==> src/rtl/mem_lsu_pkg.sv <==
// Shared encodings for the load/store unit: access sizes, exception codes, FSM states.
package mem_lsu_pkg;

  typedef enum logic [1:0] {
    SZ_BYTE = 2'b00,
    SZ_HALF = 2'b01,
    SZ_WORD = 2'b10,
    SZ_LR   = 2'b11
  } memSize_e;

  typedef enum logic [1:0] {
    EXC_NONE = 2'b00,
    EXC_ADEL = 2'b01,
    EXC_ADES = 2'b10,
    EXC_BUS  = 2'b11
  } excCode_e;

  typedef enum logic [1:0] {
    IDLE = 2'b00,
    BUSY = 2'b01,
    DONE = 2'b10
  } lsuState_e;

endpackage

==> src/rtl/mem_lsu_if.sv <==
// Data-bus port between the LSU (master) and memory (slave).
interface mem_lsu_if #(
  parameter int ADDR_W = 32
);
  // Handshake: master raises bus_req_o with addr/we/wdata held stable; the slave
  // accepts by pulsing bus_ack_i for one cycle with bus_rdata_i valid on that cycle.
  logic              bus_req_o;
  logic [3:0]        bus_we_o;
  logic [ADDR_W-1:0] bus_addr_o;
  logic [31:0]       bus_wdata_o;
  logic              bus_ack_i;
  logic [31:0]       bus_rdata_i;

  modport master (
    output bus_req_o, bus_we_o, bus_addr_o, bus_wdata_o,
    input  bus_ack_i, bus_rdata_i
  );

  modport slave (
    input  bus_req_o, bus_we_o, bus_addr_o, bus_wdata_o,
    output bus_ack_i, bus_rdata_i
  );
endinterface

==> src/rtl/mem_lane_align.sv <==
// Big-endian byte-lane steering for stores and lane extraction for loads.
// LWL/LWR/SWL/SWR on mem type x11 are built only when UNALIGNED_LWLR_EN is defined.
module mem_lane_align
  import mem_lsu_pkg::*;
(
  input  logic [2:0]  memType,
  input  logic [1:0]  offset,
  input  logic [31:0] storeData,
  input  logic [31:0] rdata,
  output logic [3:0]  byteEn,
  output logic [31:0] busWdata,
  output logic [31:0] loadData,
  output logic        misaligned
);

  logic [4:0]  shDn;
  logic [31:0] rdShifted;
  logic [7:0]  laneByte;
  logic [15:0] laneHalf;
  logic        signExt;

  // Lane n sits 8*(3-n) bits above bit 0; ~offset equals 3-offset for 2 bits.
  assign shDn      = {~offset, 3'b000};
  assign rdShifted = rdata >> shDn;
  assign laneByte  = rdShifted[7:0];
  assign laneHalf  = offset[1] ? rdata[15:0] : rdata[31:16];
  assign signExt   = memType[2];

`ifdef UNALIGNED_LWLR_EN
  logic [4:0] shUp;
  assign shUp = {offset, 3'b000};
`endif

  always_comb begin
    byteEn     = '0;
    busWdata   = '0;
    loadData   = '0;
    misaligned = 1'b0;
    case (memType[1:0])
      SZ_BYTE: begin
        byteEn   = 4'b1000 >> offset;
        busWdata = {4{storeData[7:0]}};
        loadData = {{24{signExt & laneByte[7]}}, laneByte};
      end
      SZ_HALF: begin
        byteEn     = offset[1] ? 4'b0011 : 4'b1100;
        busWdata   = {2{storeData[15:0]}};
        loadData   = {{16{signExt & laneHalf[15]}}, laneHalf};
        misaligned = offset[0];
      end
      SZ_WORD: begin
        byteEn     = 4'b1111;
        busWdata   = storeData;
        loadData   = rdata;
        misaligned = |offset;
      end
      SZ_LR: begin
`ifdef UNALIGNED_LWLR_EN
        // storeData doubles as the old rt value being merged into.
        if (!memType[2]) begin
          byteEn   = 4'b1111 >> offset;
          busWdata = storeData >> shUp;
          loadData = (rdata << shUp) | (storeData & ~(32'hFFFF_FFFF << shUp));
        end else begin
          byteEn   = 4'b1111 << ~offset;
          busWdata = storeData << shDn;
          loadData = (rdata >> shDn) | (storeData & ~(32'hFFFF_FFFF >> shDn));
        end
`else
        misaligned = 1'b1;
`endif
      end
      default: misaligned = 1'b1;
    endcase
  end

endmodule

==> src/rtl/mem_lsu.sv <==
// Load/store unit: IDLE/BUSY/DONE sequencer with bus timeout and registered writeback.
// Optional LWL/LWR/SWL/SWR support is enabled with UNALIGNED_LWLR_EN.
module mem_lsu
  import mem_lsu_pkg::*;
#(
  parameter int ADDR_W   = 32,
  parameter int REG_ID_W = 7,
  parameter int TIMEOUT  = 255
) (
  input  logic                clk,
  input  logic                rst,
  input  logic                valid_i,
  input  logic                mem_read_i,
  input  logic                mem_write_i,
  input  logic                regwrite_i,
  input  logic [2:0]          mem_type_i,
  input  logic [ADDR_W-1:0]   addr_i,
  input  logic [31:0]         wdata_i,
  input  logic [REG_ID_W-1:0] wreg_i,
  input  logic [31:0]         pc_i,
  output logic                stall_o,
  mem_lsu_if.master           bus,
  output logic                wb_valid_o,
  output logic                wb_regwrite_o,
  output logic [31:0]         wb_data_o,
  output logic [REG_ID_W-1:0] wb_reg_o,
  output logic [31:0]         wb_pc_o,
  output logic                exc_o,
  output logic [1:0]          exc_code_o,
  output logic [ADDR_W-1:0]   badvaddr_o,
  output lsuState_e           dbgState
);

  localparam int CNT_W = $clog2(TIMEOUT + 1);
  localparam logic [CNT_W-1:0] CNT_LAST = CNT_W'(TIMEOUT - 1);

  lsuState_e      state;
  logic [CNT_W-1:0] count;
  logic [31:0]    capData;
  excCode_e       capExc;

  logic        isMem;
  logic        busy;
  logic        misaligned;
  logic [3:0]  byteEn;
  logic [31:0] busWdata;
  logic [31:0] loadData;

  mem_lane_align uAlign (
    .memType    (mem_type_i),
    .offset     (addr_i[1:0]),
    .storeData  (wdata_i),
    .rdata      (bus.bus_rdata_i),
    .byteEn     (byteEn),
    .busWdata   (busWdata),
    .loadData   (loadData),
    .misaligned (misaligned)
  );

  assign isMem    = mem_read_i | mem_write_i;
  assign busy     = (state == BUSY);
  assign dbgState = state;

  // Misaligned ops retire straight from IDLE, so they never stall.
  assign stall_o = !rst && (busy || (state == IDLE && valid_i && isMem && !misaligned));

  assign bus.bus_req_o   = busy;
  assign bus.bus_we_o    = (busy && mem_write_i) ? byteEn : 4'b0000;
  assign bus.bus_addr_o  = busy ? {addr_i[ADDR_W-1:2], 2'b00} : '0;
  assign bus.bus_wdata_o = (busy && mem_write_i) ? busWdata : 32'h0;

  always_ff @(posedge clk or posedge rst) begin
    if (rst) begin
      state         <= IDLE;
      count         <= '0;
      capData       <= '0;
      capExc        <= EXC_NONE;
      wb_valid_o    <= 1'b0;
      wb_regwrite_o <= 1'b0;
      wb_data_o     <= '0;
      wb_reg_o      <= '0;
      wb_pc_o       <= '0;
      exc_o         <= 1'b0;
      exc_code_o    <= EXC_NONE;
      badvaddr_o    <= '0;
    end else begin
      wb_valid_o <= 1'b0;
      exc_o      <= 1'b0;
      case (state)
        IDLE: begin
          if (valid_i) begin
            if (!isMem) begin
              wb_valid_o    <= 1'b1;
              wb_regwrite_o <= regwrite_i;
              wb_data_o     <= 32'(addr_i);
              wb_reg_o      <= wreg_i;
              wb_pc_o       <= pc_i;
              exc_code_o    <= EXC_NONE;
            end else if (misaligned) begin
              wb_valid_o    <= 1'b1;
              wb_regwrite_o <= 1'b0;
              wb_data_o     <= '0;
              wb_reg_o      <= wreg_i;
              wb_pc_o       <= pc_i;
              exc_o         <= 1'b1;
              exc_code_o    <= mem_write_i ? EXC_ADES : EXC_ADEL;
              badvaddr_o    <= addr_i;
            end else begin
              count <= '0;
              state <= BUSY;
            end
          end
        end
        BUSY: begin
          // An ack on the final counted cycle still completes normally.
          if (bus.bus_ack_i) begin
            capData <= mem_write_i ? 32'h0 : loadData;
            capExc  <= EXC_NONE;
            state   <= DONE;
          end else if (count == CNT_LAST) begin
            capData <= '0;
            capExc  <= EXC_BUS;
            state   <= DONE;
          end else begin
            count <= count + CNT_W'(1);
          end
        end
        DONE: begin
          wb_valid_o    <= 1'b1;
          wb_regwrite_o <= (capExc == EXC_NONE) && regwrite_i;
          wb_data_o     <= capData;
          wb_reg_o      <= wreg_i;
          wb_pc_o       <= pc_i;
          exc_o         <= (capExc != EXC_NONE);
          exc_code_o    <= capExc;
          if (capExc != EXC_NONE) badvaddr_o <= addr_i;
          count <= '0;
          state <= IDLE;
        end
        default: state <= IDLE;
      endcase
    end
  end

endmodule

==> src/flat_wrapper.sv <==
// flat-port wrapper written by rule: the top's interface ports become plain ports
module mem_lsu_flat import mem_lsu_pkg::*;
#(
  parameter int ADDR_W   = 32,
  parameter int REG_ID_W = 7,
  parameter int TIMEOUT  = 255
)
  (clk, rst, valid_i, mem_read_i, mem_write_i, regwrite_i, mem_type_i, addr_i, wdata_i, wreg_i, pc_i, stall_o, wb_valid_o, wb_regwrite_o, wb_data_o, wb_reg_o, wb_pc_o, exc_o, exc_code_o, badvaddr_o, dbgState, bus_bus_req_o, bus_bus_we_o, bus_bus_addr_o, bus_bus_wdata_o, bus_bus_ack_i, bus_bus_rdata_i);
  mem_lsu_if #(.ADDR_W(ADDR_W)) bus_i ();
  input  logic clk;
  input  logic rst;
  input  logic valid_i;
  input  logic mem_read_i;
  input  logic mem_write_i;
  input  logic regwrite_i;
  input  logic [2:0] mem_type_i;
  input  logic [ADDR_W-1:0] addr_i;
  input  logic [31:0] wdata_i;
  input  logic [REG_ID_W-1:0] wreg_i;
  input  logic [31:0] pc_i;
  output logic stall_o;
  output logic wb_valid_o;
  output logic wb_regwrite_o;
  output logic [31:0] wb_data_o;
  output logic [REG_ID_W-1:0] wb_reg_o;
  output logic [31:0] wb_pc_o;
  output logic exc_o;
  output logic [1:0] exc_code_o;
  output logic [ADDR_W-1:0] badvaddr_o;
  output lsuState_e dbgState;
  output wire logic [$bits(bus_i.bus_req_o)-1:0] bus_bus_req_o;
  output wire logic [$bits(bus_i.bus_we_o)-1:0] bus_bus_we_o;
  output wire logic [$bits(bus_i.bus_addr_o)-1:0] bus_bus_addr_o;
  output wire logic [$bits(bus_i.bus_wdata_o)-1:0] bus_bus_wdata_o;
  input wire logic [$bits(bus_i.bus_ack_i)-1:0] bus_bus_ack_i;
  input wire logic [$bits(bus_i.bus_rdata_i)-1:0] bus_bus_rdata_i;
  assign bus_bus_req_o = bus_i.bus_req_o;
  assign bus_bus_we_o = bus_i.bus_we_o;
  assign bus_bus_addr_o = bus_i.bus_addr_o;
  assign bus_bus_wdata_o = bus_i.bus_wdata_o;
  assign bus_i.bus_ack_i = bus_bus_ack_i;
  assign bus_i.bus_rdata_i = bus_bus_rdata_i;
  mem_lsu #(.ADDR_W(ADDR_W), .REG_ID_W(REG_ID_W), .TIMEOUT(TIMEOUT)) u_core (.clk(clk), .rst(rst), .valid_i(valid_i), .mem_read_i(mem_read_i), .mem_write_i(mem_write_i), .regwrite_i(regwrite_i), .mem_type_i(mem_type_i), .addr_i(addr_i), .wdata_i(wdata_i), .wreg_i(wreg_i), .pc_i(pc_i), .stall_o(stall_o), .bus(bus_i), .wb_valid_o(wb_valid_o), .wb_regwrite_o(wb_regwrite_o), .wb_data_o(wb_data_o), .wb_reg_o(wb_reg_o), .wb_pc_o(wb_pc_o), .exc_o(exc_o), .exc_code_o(exc_code_o), .badvaddr_o(badvaddr_o), .dbgState(dbgState));
endmodule
==> config.mk <==
export PLATFORM = sky130hd
export DESIGN_NAME = mem_lsu_flat
export DESIGN_NICKNAME = d
export VERILOG_FILES = /design/src/rtl/mem_lsu_pkg.sv /design/src/rtl/mem_lsu_if.sv /design/src/rtl/mem_lane_align.sv /design/src/rtl/mem_lsu.sv /design/src/flat_wrapper.sv
export SDC_FILE = /design/constraint.sdc
export NUM_CORES = 1
export LEC_CHECK = 0
export ABC_AREA = 1
export CAP_MARGIN = 20
export CORE_MARGIN = 3
export CORE_UTILIZATION = 45
export DETAILED_ROUTE_END_ITERATION = 6
export PLACE_DENSITY = 0.9
export SLEW_MARGIN = 25
export SYNTH_ARGS = -nofsm -noshare
export SYNTH_HDL_FRONTEND = slang
export SYNTH_SLANG_ARGS = --single-unit
==> constraint.sdc <==
create_clock -name clk -period 7.9 [get_ports clk]
set_clock_uncertainty 0.15 [all_clocks]
set_input_delay 0.79 -clock clk [delete_from_list [all_inputs] [get_ports clk]]
set_output_delay 0.79 -clock clk [all_outputs]
set_load 0.03 [all_outputs]
# ---- After elaboration in Yosys (flattened, before gate mapping)
# Cells that the tools add are included.
dict set report op_classes {
  add_sub_neg 1
  multipliers 0
  div_mod_pow 0
  n_lt_le_gt_ge 0
  n_eq_ne 15
  shift 2
  muxes 59
  bitwise_logic 4
  reduce_logical 22
}
# cell n
set ops {}
lappend ops {{32-bit two-way mux} 15}
lappend ops {{32-bit one-hot mux with 2 select lines} 3}
lappend ops {{32-bit one-hot mux with 3 select lines} 2}
lappend ops {{8-bit two-way mux} 5}
lappend ops {{32-bit by 5-bit right shift with 8-bit output} 1}
lappend ops {{8-bit one-hot mux with 3 select lines} 1}
lappend ops {{2-bit two-way mux} 11}
lappend ops {{7-bit two-way mux} 3}
lappend ops {{16-bit two-way mux} 1}
lappend ops {{7-bit one-hot mux with 2 select lines} 1}
lappend ops {{4-bit one-hot mux with 3 select lines} 1}
lappend ops {{8-bit by 1-bit adder with 8-bit output (second input constant)} 1}
lappend ops {{8-bit equality test (second input constant)} 1}
lappend ops {{1-bit two-way mux} 8}
lappend ops {{4-bit two-way mux} 2}
lappend ops {{2-bit inequality test (second input constant)} 4}
lappend ops {{2-bit one-hot mux with 2 select lines} 2}
lappend ops {{2-bit equality test (second input constant)} 3}
lappend ops {{1-bit logical AND} 6}
lappend ops {{2-bit logical NOT} 3}
lappend ops {{2-bit by 1-bit inequality test with 1-bit output (second input constant)} 3}
lappend ops {{3-bit inequality test (second input constant)} 2}
lappend ops {{1-bit one-hot mux with 2 select lines} 3}
lappend ops {{6-bit AND reduction} 1}
lappend ops {{other kinds (15)} 20}
dict set report word_totals {
  regBits 152
  latchBits 0
  ram_bits 0
  romBits 0
  in_bits 145
  output_inout_bits 180
  elab_cells 115
  n_memories 0
}

# ---- Depth between registers and ports, before layout
dict set report logic_depth {
  depth_word 6
  depth_mapped 11
  mapped_depth_nobuf 10
}

# ---- Hierarchy
# A second synthesis with hierarchy kept.
dict set report hier_totals {
  hier_cells 1198
  area_unflattened_um2 8267.9
}
# module instances cells_per_inst area_each_um2 seq_area_each_um2
set by_module_without_submodules {}
lappend by_module_without_submodules {mem_lsu 1 864 6801.5 3778.6}
lappend by_module_without_submodules {mem_lane_align 1 334 1466.4 0.0}

# ---- Worst setup path before layout
# Ideal clock, no wire load.
dict set report synth_path {
  path_kind {input to output}
  start {in addr_i[1]}
  end {out bus_bus_we_o[1]}
  arrival_time_ns 1.989
  required_ns 6.960
  slack_ns 4.971
  stages 7
  path_buffers 3
  path_cell_list {buf_4 inv_1 buf_2 buf_2 o21ai_0 a31oi_1 nor2_1}
}
dict set report synth_between {
  elab_chain_len 3
  word_cells_on_any_way 4
  classes_between {shift: 1; mux: 3}
}
# element line
set synth_lines {}
lappend synth_lines {{from (decl)} flat_wrapper.sv:17} ;# input logic [ADDR_W-1:0] addr_i;
lappend synth_lines {{4-bit by 2-bit right shift with 4-bit output / 4-bit two-way mux (equally long branches)} {mem_lane_align.sv:41, mem_lane_align.sv:46}}
lappend synth_lines {{4-bit one-hot mux with 3 select lines (*)} mem_lane_align.sv:39} ;# case (memType[1:0])
lappend synth_lines {{4-bit two-way mux (*)} mem_lsu.sv:68} ;# assign bus.bus_we_o = (busy && mem_write_i) ? byteEn : 4'b0000;
lappend synth_lines {{to (decl)} flat_wrapper.sv:32} ;# output wire logic [$bits(bus_i.bus_we_o)-1:0] bus_bus_we_o;
# Mark *: on every way between the ends. The rest lies on a longest branch, timed or not.

# ---- Worst setup path in the final report
dict set report layout_path {
  start {in mem_type_i[0]}
  end {out bus_bus_wdata_o[11]}
}
dict set report layout_between {
  elab_chain_len 3
  word_cells_on_any_way 5
  classes_between {eq/ne: 2; mux: 2; reduce/logical: 1}
}
# element line
set layout_lines {}
lappend layout_lines {{from (decl)} flat_wrapper.sv:16} ;# input logic [2:0] mem_type_i;
lappend layout_lines {{2-bit equality test, or another cell as far along} mem_lane_align.sv:39}
lappend layout_lines {{32-bit one-hot mux with 3 select lines (*)} mem_lane_align.sv:39}
lappend layout_lines {{32-bit two-way mux (*)} mem_lsu.sv:70} ;# assign bus.bus_wdata_o = (busy && mem_write_i) ? busWdata : 32'h0;
lappend layout_lines {{to (decl)} flat_wrapper.sv:34} ;# output wire logic [$bits(bus_i.bus_wdata_o)-1:0] bus_bus_wdata_o;
# Marked as above.

==> impl_summary.md <==
Critical path
The critical path's largest stage delay is ~730 ps. On the critical path the largest part of the delay comes from buffers and inverters. For the worst setup path, the data arrival time is 3400 ps.

The number of buffers and inverters on the critical path is 4. Walking the worst path, the cells encountered are clkdlybuf4s50_1 > inv_2 > nand2_1 > inv_1 > nor2_2 > nand2_1 > a21oi_1 > clkdlybuf4s50_1. The cell with the largest stage delay on the worst path is sky130_fd_sc_hd__clkdlybuf4s50_1.

STA classifies the critical path startpoint as an input pin. Counting cells, the worst reg-to-reg path comes to 9. The largest fanout on the critical path is 21. The critical path in this run is classified as in2out. The number of stages on the worst setup path is 8. STA classifies the critical path endpoint as a primary output. STA puts the critical path data required time at between 6000 and 7000 ps.

Synthesis
The cell type with the highest aggregate area in the netlist is sky130_fd_sc_hd__dfrtp_1. The share of the synthesized area in compound gates (AO/OA/AOI/OAI) is 0.0906. In the synthesized netlist, the number of instances is about 1.2k. The post-synthesis cell type count is 32.

Counting flops with an async set or reset pin after synthesis yields a share of 1.00. The number of enable-type register cells in the synthesized netlist is 0. After synthesis, the largest family of logic cells by area is simple AND/OR/NAND/NOR gates.

After synthesis, the share of cell area in mux cells is 0. Of the total synthesized cell area, the portion taken by full adders, half adders and majority gates is 0.00299. For this run, the register share of the synthesized area comes to 0.451. The most frequently used flop master after synthesis is sky130_fd_sc_hd__dfrtp_1. The combined area of all synthesized cells is around 0.0084 sq mm. A synthesized cell averages 7.00 sq um. Of the total synthesized cell area, the portion taken by XOR and XNOR cells is 0.00314.

The flip-flop and latch count after synthesis is 151. Of the total synthesized cell area, the portion taken by AND, OR, NAND and NOR gates is 0.356. The number of warnings printed during yosys synthesis is 0. Of the post-synthesis cell area, the dominant cell type holds 0.451. Ranked by total cell area, the synthesized netlist is headed by sky130_fd_sc_hd__dfrtp_1 45%, sky130_fd_sc_hd__nand2_1 23%, sky130_fd_sc_hd__nand3_1 7.3%.

Flow run
The max capacitance violation total is 0.

Timing
Subtracting the final worst setup slack from the clock period gives between 4000 and 5000 ps. The worst slew margin relative to its limit is 0.416. The final hold violation count was 0. The final setup violation count is 0. In the finished design, the share of the clock period the worst path needs comes to 0.550. Adding up every negative setup slack in the final design gives 0 ps. Setup repair after global routing left no endpoint under its margin. At the pin with the least slew margin, the transition time is 876 ps. The count of final max-slew check failures is 0.

Static timing analysis puts the maximum clock frequency at 0.230 GHz.

GRT
The initial antenna violation count is 0. The all-layer global routing usage is 0.270. Entering global routing, the biggest net connects 82 pins.

The number of global-route vias before repair is approximately 8.3k. The total congestion overflow after global routing is 0. The first-pass GRT wire length is between 40 and 50 mm.

Clocking
The TritonCTS clock tree is built. The clock latency reported for the late side of the worst-skew pair is 420 ps. Clock tree synthesis found a total of 151 sinks. The number of resized instances in the post-cts repair step is 0. The maximum level of the CTS H-tree is 4. The cell chosen for the clock root is sky130_fd_sc_hd__clkbuf_16. The number of clock buffers inserted by TritonCTS is 17. The clock transition time at the flip-flop clock pins of the worst setup and hold paths is 60 ps. For this design, the CTS-stage hold fixing added 0 buffers. The maximum number of buffers from clock root to sink is 2. Buffers added to address setup during post-CTS repair amount to 0.

Routing
After detailed routing, the number of vias per cell comes to 5.20. The final routed DRC violation total is 0. The initial detailed-routing violation count is 588. The final layout contains routed wiring with a total length of 28.1 mm. The final route contains 8,918 vias. Dividing the detail-routed wire length by the instance count gives 16.4 um. The detail route stage leaves a number of antenna-violating nets equal to 0. The length of the first detailed-routing pass in iterations is 7.

Placed design
The quantity of I/O buffers inserted on ports is 322. Detailed placement ended at an HPWL of 20.2 mm. The global placement routability congestion is 0.911.

Floorplan
The standard-cell row count is 49. between 300 and 400 I/O pins were placed. The initial utilization of the core area, before any placement, comes to 0.461. The y dimension of the die is between 100 and 150 um. The total die area is 0.0203 sq mm. The region available for standard cell placement spans roughly 0.018 sq mm. The width of the die is 142 um.

Final layout
The proportion of layout cells with a drive suffix above 1 is 0.0566. Once layout is complete, the utilization of the core stands at 0.671. The area growth from synthesis to layout is 45.5%.

The net count reported at finish is 1,620. The number of antenna diodes is 0. The layout has between 1k and 1.5k filler cells.

Power
In this run the static leakage power is 6.06 nW. Dividing total power by cell area gives a power density of about 250 mW/mm^2. IR analysis of the VDD net gives a maximum drop of ~0.12 mV.

Status
The run finished with clean final reports.

Worst hold path
The path class of the tightest hold or removal check is reg2reg. The worst hold path was traced through 2 stages.
registers in the layout (all words and copies together) (netlist names):
name                  cells
u_core.exc_code_o         2
u_core.dbgState           2
u_core.exc_o              1
u_core.count              8
u_core.wb_data_o         32
u_core.wb_regwrite_o      1
u_core.wb_reg_o           7
u_core.badvaddr_o        32
u_core.capData           32
u_core.wb_pc_o           32
u_core.wb_valid_o         1
u_core.capExc             1
metal layers:
metal  part of all wire  global-route usage  vias up
met5                  0                   0        -
met4              0.030               0.100        0
met3              0.086              0.0679       46
met2               0.48               0.448      446
met1               0.40               0.342     4130
li1                   -                   -     4296
area by class of cell:
cell class,instances,area [sq um],share of cell area
sequential,151,3780,0.310
multi-input combinational,879,3830,0.314
clock inverter,13,170,0.0140
clock buffer,18,439,0.0361
inverter,91,347,0.0285
tap,229,287,0.0235
timing repair buffer,333,3330,0.273
cells in the final DEF, fill, tap and decap left out, types with 2 or more instances in the layout:
cell type and n:
sky130_fd_sc_hd__o21ai_1 10, sky130_fd_sc_hd__nand2_1 510, sky130_fd_sc_hd__inv_6 4, sky130_fd_sc_hd__buf_4 9, sky130_fd_sc_hd__nor3_1 2, sky130_fd_sc_hd__ha_1 2
sky130_fd_sc_hd__nor2_2 2, sky130_fd_sc_hd__dfrtp_1 151, sky130_fd_sc_hd__a21oi_1 48, sky130_fd_sc_hd__nor2_4 2, sky130_fd_sc_hd__bufinv_16 3, sky130_fd_sc_hd__o21ai_0 41
sky130_fd_sc_hd__a31oi_1 3, sky130_fd_sc_hd__a21oi_2 17, sky130_fd_sc_hd__a22oi_1 8, sky130_fd_sc_hd__clkinv_2 2, sky130_fd_sc_hd__clkinv_4 2, sky130_fd_sc_hd__clkinvlp_4 2
sky130_fd_sc_hd__inv_2 7, sky130_fd_sc_hd__nand3_2 2, sky130_fd_sc_hd__nand2_2 8, sky130_fd_sc_hd__clkbuf_16 17, sky130_fd_sc_hd__conb_1 2, sky130_fd_sc_hd__a21boi_0 2
sky130_fd_sc_hd__nand3_1 122, sky130_fd_sc_hd__inv_1 83, sky130_fd_sc_hd__nor2_1 91, sky130_fd_sc_hd__xnor2_1 2, sky130_fd_sc_hd__clkdlybuf4s50_1 322
worst paths after layout:
path                                            startpoint                                 to  slack [ps]
setup / recovery                             mem_type_i[0]                bus_bus_wdata_o[11]        3560
hold / removal             u_core.wb_data_o[1]$_DFFE_PP0P_    u_core.wb_data_o[1]$_DFFE_PP0P_         350
setup reg to reg            u_core.dbgState[0]$_DFFE_PP0P_  u_core.badvaddr_o[17]$_DFFE_PP0P_        4800
hold reg to reg            u_core.wb_data_o[1]$_DFFE_PP0P_    u_core.wb_data_o[1]$_DFFE_PP0P_         350
max in group asynchronous                              rst        u_core.count[3]$_DFFE_PP0P_        5440
min in group asynchronous                              rst     u_core.wb_reg_o[0]$_DFFE_PP0P_         720
worst reg2reg max path: stages, from the launching register on:
cell and delay [ps]:
sky130_fd_sc_hd__dfrtp_1 420, sky130_fd_sc_hd__inv_2 120, sky130_fd_sc_hd__nand2_2 70, sky130_fd_sc_hd__buf_4 370, sky130_fd_sc_hd__inv_2 560, sky130_fd_sc_hd__nand2_1 260, sky130_fd_sc_hd__nand2_2 130, sky130_fd_sc_hd__buf_4 590
sky130_fd_sc_hd__nor2_1 180, sky130_fd_sc_hd__a21oi_1 170
power by group:
group	switching (mW)	leakage [nW]	internal, mW
sequential	0.0972	1.91	0.940
combinational	0.696	3.86	0.452
clock	0.326	0.295	0.508
cell usage after synthesis, types with 3 or more instances:
cell	instances
sky130_fd_sc_hd__buf_1	7
sky130_fd_sc_hd__buf_4	13
sky130_fd_sc_hd__inv_2	7
sky130_fd_sc_hd__buf_6	11
sky130_fd_sc_hd__dfrtp_1	151
sky130_fd_sc_hd__a31oi_1	3
sky130_fd_sc_hd__a21oi_2	17
sky130_fd_sc_hd__nor2_1	92
sky130_fd_sc_hd__nand3_1	122
sky130_fd_sc_hd__o21ai_0	41
sky130_fd_sc_hd__clkbuf_1	20
sky130_fd_sc_hd__a22oi_1	8
sky130_fd_sc_hd__inv_1	84
sky130_fd_sc_hd__nand2_1	513
sky130_fd_sc_hd__a21oi_1	48
sky130_fd_sc_hd__o21ai_1	10
sky130_fd_sc_hd__buf_2	25
sky130_fd_sc_hd__nand2_2	5
logic make-up after synthesis:
group,count (synthesis)
simple gates,741
flops,151
fa+ha+maj,2
compound gates,131
xor+xnor,3
buf+inv,168
other cells,1
through the flow:
stage	std cells	cell area, sq um	hold slack, ps	total power, mW	setup WS, ps
2_1_floorplan	1198	8380	320	1.70	2900
3_3_place_gp	1681	11500	336	2.16	3570
3_5_place_dp	1681	11500	343	2.19	3530
4_1_cts	1712	12100	358	3.03	3520
5_1_grt	1714	12200	378	3.16	3390
6_report	1714	12200	353	3.02	3560
Note: power is estimated with default switching activity, not from simulation.
